<file path="src/rtl/mic_buf_pkg.sv">
// Shared types and constants for the microphone sample buffer.
package mic_buf_pkg;

    // One captured microphone word.
    typedef logic [15:0] sample_t;

    // Width of the saturating missed-tick counter.
    localparam int unsigned MISSED_W = 8;

    // Capture engine states.
    typedef enum logic [2:0] {
        ST_IDLE    = 3'd0,
        ST_ARM     = 3'd1,
        ST_ISSUE   = 3'd2,
        ST_WAIT_LO = 3'd3,
        ST_BUSY    = 3'd4,
        ST_STORE   = 3'd5
    } mic_state_e;

    // Increment that sticks at all-ones instead of wrapping.
    function automatic logic [MISSED_W-1:0] sat_inc(input logic [MISSED_W-1:0] v);
        if (v == {MISSED_W{1'b1}}) begin
            return v;
        end else begin
            return v + MISSED_W'(1);
        end
    endfunction

endpackage

</file>
<file path="src/rtl/sync_fifo.sv">
// Circular first-word-fall-through FIFO. The head word is kept in a register
// that is computed one cycle ahead, so rd_data_o and rd_valid_o are flops.
module sync_fifo #(
    parameter int unsigned WIDTH = 16,
    parameter int unsigned DEPTH = 16
) (
    input  logic                     clk_i,
    input  logic                     rst_i,
    input  logic                     wr_en_i,
    input  logic [WIDTH-1:0]         wr_data_i,
    input  logic                     rd_ready_i,
    output logic [WIDTH-1:0]         rd_data_o,
    output logic                     rd_valid_o,
    output logic [$clog2(DEPTH):0]   level_o,
    output logic                     full_o,
    output logic                     wr_accept_o
);

    localparam int unsigned PTR_W = $clog2(DEPTH);
    localparam int unsigned LVL_W = PTR_W + 1;

    logic [WIDTH-1:0] mem_q [DEPTH];
    logic [PTR_W-1:0] wr_ptr_q, wr_ptr_d;
    logic [PTR_W-1:0] rd_ptr_q, rd_ptr_d;
    logic [LVL_W-1:0] level_q, level_d;
    logic             rd_valid_q, rd_valid_d;
    logic [WIDTH-1:0] rd_data_q, rd_data_d;
    logic             full_s;
    logic             rd_fire_s;
    logic             wr_accept_s;

    // Handshake decode, pointer/level next state and look-ahead head word.
    always_comb begin
        full_s      = (level_q == LVL_W'(DEPTH));
        rd_fire_s   = rd_valid_q && rd_ready_i;
        // A full FIFO still takes a write when a word leaves in the same cycle.
        wr_accept_s = wr_en_i && (!full_s || rd_fire_s);

        if (wr_accept_s) begin
            wr_ptr_d = wr_ptr_q + PTR_W'(1);
        end else begin
            wr_ptr_d = wr_ptr_q;
        end

        if (rd_fire_s) begin
            rd_ptr_d = rd_ptr_q + PTR_W'(1);
        end else begin
            rd_ptr_d = rd_ptr_q;
        end

        case ({wr_accept_s, rd_fire_s})
            2'b10:   level_d = level_q + LVL_W'(1);
            2'b01:   level_d = level_q - LVL_W'(1);
            default: level_d = level_q;
        endcase

        rd_valid_d = (level_d != LVL_W'(0));

        // The next head is either an already stored word or the word being
        // written right now into the slot the read pointer is about to point at.
        if (rd_valid_d) begin
            if (wr_accept_s && (wr_ptr_q == rd_ptr_d)) begin
                rd_data_d = wr_data_i;
            end else begin
                rd_data_d = mem_q[rd_ptr_d];
            end
        end else begin
            rd_data_d = rd_data_q;
        end
    end

    // Pointer, occupancy and head-word registers.
    always_ff @(posedge clk_i) begin
        if (rst_i) begin
            wr_ptr_q   <= '0;
            rd_ptr_q   <= '0;
            level_q    <= '0;
            rd_valid_q <= 1'b0;
            rd_data_q  <= '0;
        end else begin
            wr_ptr_q   <= wr_ptr_d;
            rd_ptr_q   <= rd_ptr_d;
            level_q    <= level_d;
            rd_valid_q <= rd_valid_d;
            rd_data_q  <= rd_data_d;
        end
    end

    // Storage array; contents need no reset because the pointers define validity.
    always_ff @(posedge clk_i) begin
        if (wr_accept_s && !rst_i) begin
            mem_q[wr_ptr_q] <= wr_data_i;
        end
    end

    assign rd_data_o   = rd_data_q;
    assign rd_valid_o  = rd_valid_q;
    assign level_o     = level_q;
    assign full_o      = full_s;
    assign wr_accept_o = wr_accept_s;

endmodule

</file>
<file path="src/rtl/mic_sample_buffer.sv">
// Periodic SPI microphone sampler: issues the start strobe, waits for the
// chip-select cycle, captures the word and queues it in a FWFT FIFO.
module mic_sample_buffer
    import mic_buf_pkg::*;
#(
    parameter int unsigned SAMPLE_DIV = 3125,
    parameter int unsigned DEPTH      = 16,
    parameter int unsigned TIMEOUT    = 64
) (
    input  logic                    sysclk,
    input  logic                    reset,
    input  logic                    enable,
    output logic                    sample,
    input  logic                    spi_cs_b,
    input  logic [15:0]             spi_data,
    output logic [15:0]             rd_data,
    output logic                    rd_valid,
    input  logic                    rd_ready,
    output logic [$clog2(DEPTH):0]  level,
    output logic                    overflow,
    output logic                    timeout_err,
    input  logic                    clr_flags,
    output logic [MISSED_W-1:0]     missed
);

    localparam int unsigned CNT_W = $clog2(SAMPLE_DIV);
    localparam int unsigned TMO_W = $clog2(TIMEOUT + 1);

    mic_state_e          state_q, state_d;
    logic [CNT_W-1:0]    cnt_q, cnt_d;
    logic [TMO_W-1:0]    tmo_q, tmo_d;
    sample_t             data_q, data_d;
    logic                sample_q, sample_d;
    logic                overflow_q, overflow_d;
    logic                timeout_err_q, timeout_err_d;
    logic [MISSED_W-1:0] missed_q, missed_d;

    logic                tick_s;
    logic                tmo_fire_s;
    logic                wr_en_s;
    logic                wr_accept_s;
    logic                full_s;
    logic                ovf_set_s;

    // Sample period counter; tick on terminal count, parked at zero when disabled.
    always_comb begin
        tick_s = enable && (cnt_q == CNT_W'(SAMPLE_DIV - 1));
        if (!enable) begin
            cnt_d = '0;
        end else if (tick_s) begin
            cnt_d = '0;
        end else begin
            cnt_d = cnt_q + CNT_W'(1);
        end
    end

    // Capture engine next state, timeout counter and captured word.
    always_comb begin
        state_d    = state_q;
        tmo_d      = tmo_q;
        data_d     = data_q;
        tmo_fire_s = 1'b0;
        case (state_q)
            ST_IDLE: begin
                if (enable) begin
                    state_d = ST_ARM;
                end else begin
                    state_d = ST_IDLE;
                end
            end
            ST_ARM: begin
                if (!enable) begin
                    state_d = ST_IDLE;
                end else if (tick_s) begin
                    state_d = ST_ISSUE;
                end else begin
                    state_d = ST_ARM;
                end
            end
            ST_ISSUE: begin
                tmo_d   = '0;
                state_d = ST_WAIT_LO;
            end
            ST_WAIT_LO: begin
                if (!spi_cs_b) begin
                    state_d = ST_BUSY;
                end else if (tmo_q == TMO_W'(TIMEOUT - 1)) begin
                    tmo_fire_s = 1'b1;
                    state_d    = ST_ARM;
                end else begin
                    tmo_d = tmo_q + TMO_W'(1);
                end
            end
            ST_BUSY: begin
                // spi_data is final on the first cycle chip-select is back high.
                if (spi_cs_b) begin
                    data_d  = spi_data;
                    state_d = ST_STORE;
                end else begin
                    state_d = ST_BUSY;
                end
            end
            ST_STORE: begin
                if (enable) begin
                    state_d = ST_ARM;
                end else begin
                    state_d = ST_IDLE;
                end
            end
            default: begin
                state_d = ST_IDLE;
            end
        endcase
        sample_d = (state_d == ST_ISSUE);
    end

    // Sticky flags (set beats clear) and the saturating missed-tick counter.
    always_comb begin
        wr_en_s   = (state_q == ST_STORE);
        ovf_set_s = wr_en_s && full_s && !wr_accept_s;

        if (ovf_set_s) begin
            overflow_d = 1'b1;
        end else if (clr_flags) begin
            overflow_d = 1'b0;
        end else begin
            overflow_d = overflow_q;
        end

        if (tmo_fire_s) begin
            timeout_err_d = 1'b1;
        end else if (clr_flags) begin
            timeout_err_d = 1'b0;
        end else begin
            timeout_err_d = timeout_err_q;
        end

        // A tick outside ARM is dropped, not queued.
        if (tick_s && (state_q != ST_ARM)) begin
            missed_d = sat_inc(missed_q);
        end else begin
            missed_d = missed_q;
        end
    end

    // Control and status registers.
    always_ff @(posedge sysclk) begin
        if (reset) begin
            state_q       <= ST_IDLE;
            cnt_q         <= '0;
            tmo_q         <= '0;
            data_q        <= '0;
            sample_q      <= 1'b0;
            overflow_q    <= 1'b0;
            timeout_err_q <= 1'b0;
            missed_q      <= '0;
        end else begin
            state_q       <= state_d;
            cnt_q         <= cnt_d;
            tmo_q         <= tmo_d;
            data_q        <= data_d;
            sample_q      <= sample_d;
            overflow_q    <= overflow_d;
            timeout_err_q <= timeout_err_d;
            missed_q      <= missed_d;
        end
    end

    sync_fifo #(
        .WIDTH (16),
        .DEPTH (DEPTH)
    ) u_fifo (
        .clk_i       (sysclk),
        .rst_i       (reset),
        .wr_en_i     (wr_en_s),
        .wr_data_i   (data_q),
        .rd_ready_i  (rd_ready),
        .rd_data_o   (rd_data),
        .rd_valid_o  (rd_valid),
        .level_o     (level),
        .full_o      (full_s),
        .wr_accept_o (wr_accept_s)
    );

    assign sample      = sample_q;
    assign overflow    = overflow_q;
    assign timeout_err = timeout_err_q;
    assign missed      = missed_q;

endmodule

</file>
<file path="config.mk">
export PLATFORM = sky130hd
export DESIGN_NAME = mic_sample_buffer
export DESIGN_NICKNAME = d
export VERILOG_FILES = /design/src/rtl/mic_buf_pkg.sv /design/src/rtl/sync_fifo.sv /design/src/rtl/mic_sample_buffer.sv
export SDC_FILE = /design/constraint.sdc
export NUM_CORES = 1
export LEC_CHECK = 0
export ABC_CLOCK_PERIOD_IN_PS = 3360
export CAP_MARGIN = 30
export CORE_UTILIZATION = 52
export CTS_CLUSTER_DIAMETER = 150
export DETAILED_ROUTE_END_ITERATION = 6
export GPL_TIMING_DRIVEN = 0
export HOLD_SLACK_MARGIN = 0.12
export PLACE_DENSITY = 0.77
export SLEW_MARGIN = 40
export SYNTH_ARGS = -nofsm -noshare
export SYNTH_HDL_FRONTEND = slang
export SYNTH_HIERARCHICAL = 1
export SYNTH_SLANG_ARGS = --single-unit
export TNS_END_PERCENT = 1
</file>
<file path="constraint.sdc">
create_clock -name sysclk -period 3.36 [get_ports sysclk]
set_input_delay 0.672 -clock sysclk [delete_from_list [all_inputs] [get_ports sysclk]]
set_output_delay 0.672 -clock sysclk [all_outputs]
set_load 0.1 [all_outputs]
</file>
==> impl_metrics.env <==
export IMPL_hold_crit_depth=2
export IMPL_synth_edff_count=256
export IMPL_area_growth_syn_to_layout_pct=15.3
export IMPL_p_per_area_mw_per_mm2=446
export IMPL_clkSlewWorstSetupHoldPaths_ns=0.06
export IMPL_final_hold_violating_endpoints=0
export IMPL_avgSynthCellArea_sq_um=10.5
export IMPL_place_hpwl_um=37000
export IMPL_clk_path_buf_depth=3
export IMPL_synthDominantAreaCellType="sky130_fd_sc_hd__edfxtp_1"
export IMPL_reg2reg_setup_slack_ns=-0.03
export IMPL_final_setup_viol_count=4
export IMPL_placement_io_buffers=53
export IMPL_clock_tree_root_cell="sky130_fd_sc_hd__clkbuf_16"
export IMPL_ys_warnings_count=6
export IMPL_top_level_ports=55
export IMPL_cts_tree="yes"
export IMPL_yosys_register_bits=335
export IMPL_globalRouteTotalUtil_pct=32.8
export IMPL_finalWirelength_um=54300
export IMPL_reg2reg_to="u_fifo/rd_data_o[12]"
export IMPL_synth_net_count=1613
export IMPL_timing_worst_setup_path_type="primary input to flip-flop"
export IMPL_failed_checks="negative setup slack"
export IMPL_max_freq_mhz=294
export IMPL_finalMaxSlewViolations=0
export IMPL_fp_coreArea_sq_mm=0.0316
export IMPL_vias=14502
export IMPL_finish_cell_count_without_fillers=2114
export IMPL_holdPathEnd="timeout_err"
export IMPL_final_antenna_diode_count=0
export IMPL_hold_worst_slack_ns=0.459
export IMPL_width_of_the_chip_um=181
export IMPL_wire_length_of_the_first_global_routing_pass_um=81500
export IMPL_rsz0062_at_grt="yes"
export IMPL_layout_nets=1718
export IMPL_cts_inserted_buffers=37
export IMPL_clock_sinks=335
export IMPL_worst_clock_skew_ns=0.00880
export IMPL_ys_dominant_reg_cell="sky130_fd_sc_hd__edfxtp_1"
export IMPL_postSynth_asyncResetShare_pct=0
export IMPL_synth_top_cells_by_area="sky130_fd_sc_hd__edfxtp_1, sky130_fd_sc_hd__dfxtp_1, sky130_fd_sc_hd__o21ai_0, sky130_fd_sc_hd__a21oi_1, sky130_fd_sc_hd__o211ai_1"
export IMPL_timing_max_cap_violations=0
export IMPL_fraction_of_the_cycle_the_final_worst_path_needs_pct=101
export IMPL_max_vdd_ir_drop_mv=0.360
export IMPL_post_route_cells_drive_above_1_share_pct=13.7
export IMPL_fin_setup_tns_ns=-0.105
export IMPL_worst_setup_sp_type="primary input"
export IMPL_initial_utilization_pct=52.7
export IMPL_layout_min_cycle_time_ns=3.40
export IMPL_gp_routability_congestion=0.990
export IMPL_drt_drc_violations_left=0
export IMPL_number_of_violations_reported_at_the_end_of_detailed_routing_iteration_0=2570
export IMPL_drt_wirelength_per_cell_um=25.7
export IMPL_filler_cell_count=2516
export IMPL_dpl_cell_count=2042
export IMPL_proportion_of_synthesized_chip_area_in_sequential_cells_pct=55.7
export IMPL_hold_buffers=0
export IMPL_worst_slew_pin_slew_ns=0.872
export IMPL_timing_reg2reg_worst_path_depth=10
export IMPL_mappedNetlistArea_sq_mm=0.0166
export IMPL_placementRows=65
export IMPL_clk_insertion_delay_late_ns=0.52
export IMPL_layout_setup_ws_ns=-0.0434
export IMPL_max_slew_margin_rel_pct=41.5
export IMPL_startpoint_of_the_lowest_slack_register_to_register_path="u_fifo/rd_ptr_q[0]"
export IMPL_post_place_ws_ns=-1.01
export IMPL_postLayoutCoreUtil_pct=60.8
export IMPL_multi_input_area_sq_mm=0.00695
export IMPL_seqCellArea_sq_mm=0.00929
export IMPL_leakage_nw=6.74
export IMPL_ant_nets=0
export IMPL_floorplan_die_area_sq_mm=0.0327
export IMPL_first_pass_iteration_count_of_the_detailed_router=6
export IMPL_worstPathMaxFanout=10
export IMPL_ys_types=68
export IMPL_arrival_ns=3.85
export IMPL_hp_start="timeout_err"
export IMPL_antenna_found_initial=1
export IMPL_grt_start_max_net_pins=19
export IMPL_crit_required_ns=3.81
export IMPL_syn_inst=1578
export IMPL_class_of_the_worst_hold_path="flip-flop to flip-flop"
export IMPL_grt_pass1_vias=13702
export IMPL_vias_per_cell=6.86
export IMPL_die_h_um=181
export IMPL_post_synth_top_area_fraction_pct=46.2
export IMPL_critical_path_endpoint_type="flip-flop"
export IMPL_outcome="finished with violations"
export IMPL_global_route_overflow_total=0
export IMPL_cts_htree_levels=2
## how the worst max path moves through the flow
stage / startpoint / endpoint / slack (ns)
2_1_floorplan: u_fifo/rd_valid_o / u_fifo/mem_q[0][0] / -0.08
5_1_grt: rd_ready / u_fifo/rd_data_o[13] / -0.03
3_5_place_dp: rd_ready / u_fifo/rd_data_o[13] / -1.01
6_report: rd_ready / u_fifo/rd_data_o[0] / -0.04
4_1_cts: rd_ready / u_fifo/rd_data_o[13] / 0.0003
3_3_place_gp: rd_ready / u_fifo/mem_q[2][8] / -1.31
## layer usage
metal  GRT usage (%)  up-vias  wire [um]
met4            17.7        0       3310
met1            44.4     6933      20900
met5               0        -          0
met3            5.52      201       6220
met2            50.5     1078      23900
li1                -     6290          -
## timing repair
action,4_1_cts,5_1_grt
hold endpoints to repair,0,0
pin swaps,1,1
endpoints found under the setup margin,17,16
buffers inserted,1,3
gates resized for setup,25,49
## worst max-delay path, stage by stage
cell                              delay (ns)
sky130_fd_sc_hd__clkdlybuf4s50_1        0.45
sky130_fd_sc_hd__nand2_1                0.30
sky130_fd_sc_hd__clkbuf_1               0.58
sky130_fd_sc_hd__buf_1                  0.61
sky130_fd_sc_hd__a211oi_1               0.14
sky130_fd_sc_hd__a21oi_1                0.14
sky130_fd_sc_hd__o21ai_0                0.17
sky130_fd_sc_hd__o221ai_1               0.45
sky130_fd_sc_hd__o211ai_1               0.18
sky130_fd_sc_hd__o211ai_2               0.16
## placed cells by master, fill, tap and decap left out, types with 30 or more instances in the layout
cell type,instances
sky130_fd_sc_hd__nand2b_1,51
sky130_fd_sc_hd__o22ai_1,32
sky130_fd_sc_hd__nor3_1,67
sky130_fd_sc_hd__edfxtp_1,256
sky130_fd_sc_hd__nand2_1,86
sky130_fd_sc_hd__buf_2,55
sky130_fd_sc_hd__o211ai_1,66
sky130_fd_sc_hd__o21a_1,30
sky130_fd_sc_hd__mux2i_1,35
sky130_fd_sc_hd__nor2_1,83
sky130_fd_sc_hd__o21ai_0,158
sky130_fd_sc_hd__dfxtp_1,66
sky130_fd_sc_hd__clkbuf_16,40
sky130_fd_sc_hd__a21oi_1,143
sky130_fd_sc_hd__a211oi_1,46
sky130_fd_sc_hd__clkbuf_1,91
## sequential cells by signal, indices dropped and copies added (netlist names), 3 cells and up
signal	count
u_fifo/rd_ptr_q	4
missed	8
u_fifo/wr_ptr_q	4
data_q	16
u_fifo/mem_q	256
u_fifo/rd_data_o	16
tmo_q	7
u_fifo/level_o	5
cnt_q	12
state_q	3
## stage by stage
step	instance area (sq um)	total power [W]
after global routing	19200	0.00872
after detailed placement	17700	0.00456
after global placement	17700	0.00456
final	19200	0.00855
after CTS	19000	0.00856
after floorplan	16600	0.00452
## synth_stat cells (17+ instances only)
cell and instances:
sky130_fd_sc_hd__a31oi_1 17, sky130_fd_sc_hd__edfxtp_1 256, sky130_fd_sc_hd__nand2_1 86, sky130_fd_sc_hd__a221oi_1 29, sky130_fd_sc_hd__inv_1 18, sky130_fd_sc_hd__dfxtp_1 79
sky130_fd_sc_hd__nor2_1 95, sky130_fd_sc_hd__nand3b_1 20, sky130_fd_sc_hd__o211ai_1 66, sky130_fd_sc_hd__o21ai_0 158, sky130_fd_sc_hd__nand2b_1 52, sky130_fd_sc_hd__a211oi_1 46
sky130_fd_sc_hd__a21oi_1 144, sky130_fd_sc_hd__o22ai_1 33, sky130_fd_sc_hd__o221ai_1 17, sky130_fd_sc_hd__mux2i_1 35, sky130_fd_sc_hd__o21a_1 30, sky130_fd_sc_hd__nor3_1 71
sky130_fd_sc_hd__clkbuf_1 111
## logic make-up after synthesis
group | count (synthesis) | share of synthesized area [%]
AO/OA/AOI/OAI | 588 | 22.6
AND/OR/NAND/NOR | 417 | 13.1
flip-flops | 335 | 55.7
buffers and inverters | 164 | 3.95
multiplexers | 39 | 2.40
XOR/XNOR | 22 | 1.16
adder cells (fa/ha/maj) | 13 | 1.02
## cell type report
type	instances	share of cell area [%]
flip-flops and latches	335	48.4
multi-input cells	1079	36.2
clock buffers	48	5.43
plain buffers	145	3.35
repair buffers	67	2.67
well taps	402	2.62
clock inverters	20	0.939
inverters	18	0.372
## where the power goes
group / total, W / internal (W) / switching [W] / leakage, nW
sequential: 0.00440 / 0.00440 / 0.00000123 / 3.62
combinational: 0.0000744 / 0.0000362 / 0.0000382 / 2.51
clock: 0.00407 / 0.00243 / 0.00165 / 0.602
(Power assumes the default switching activity.)
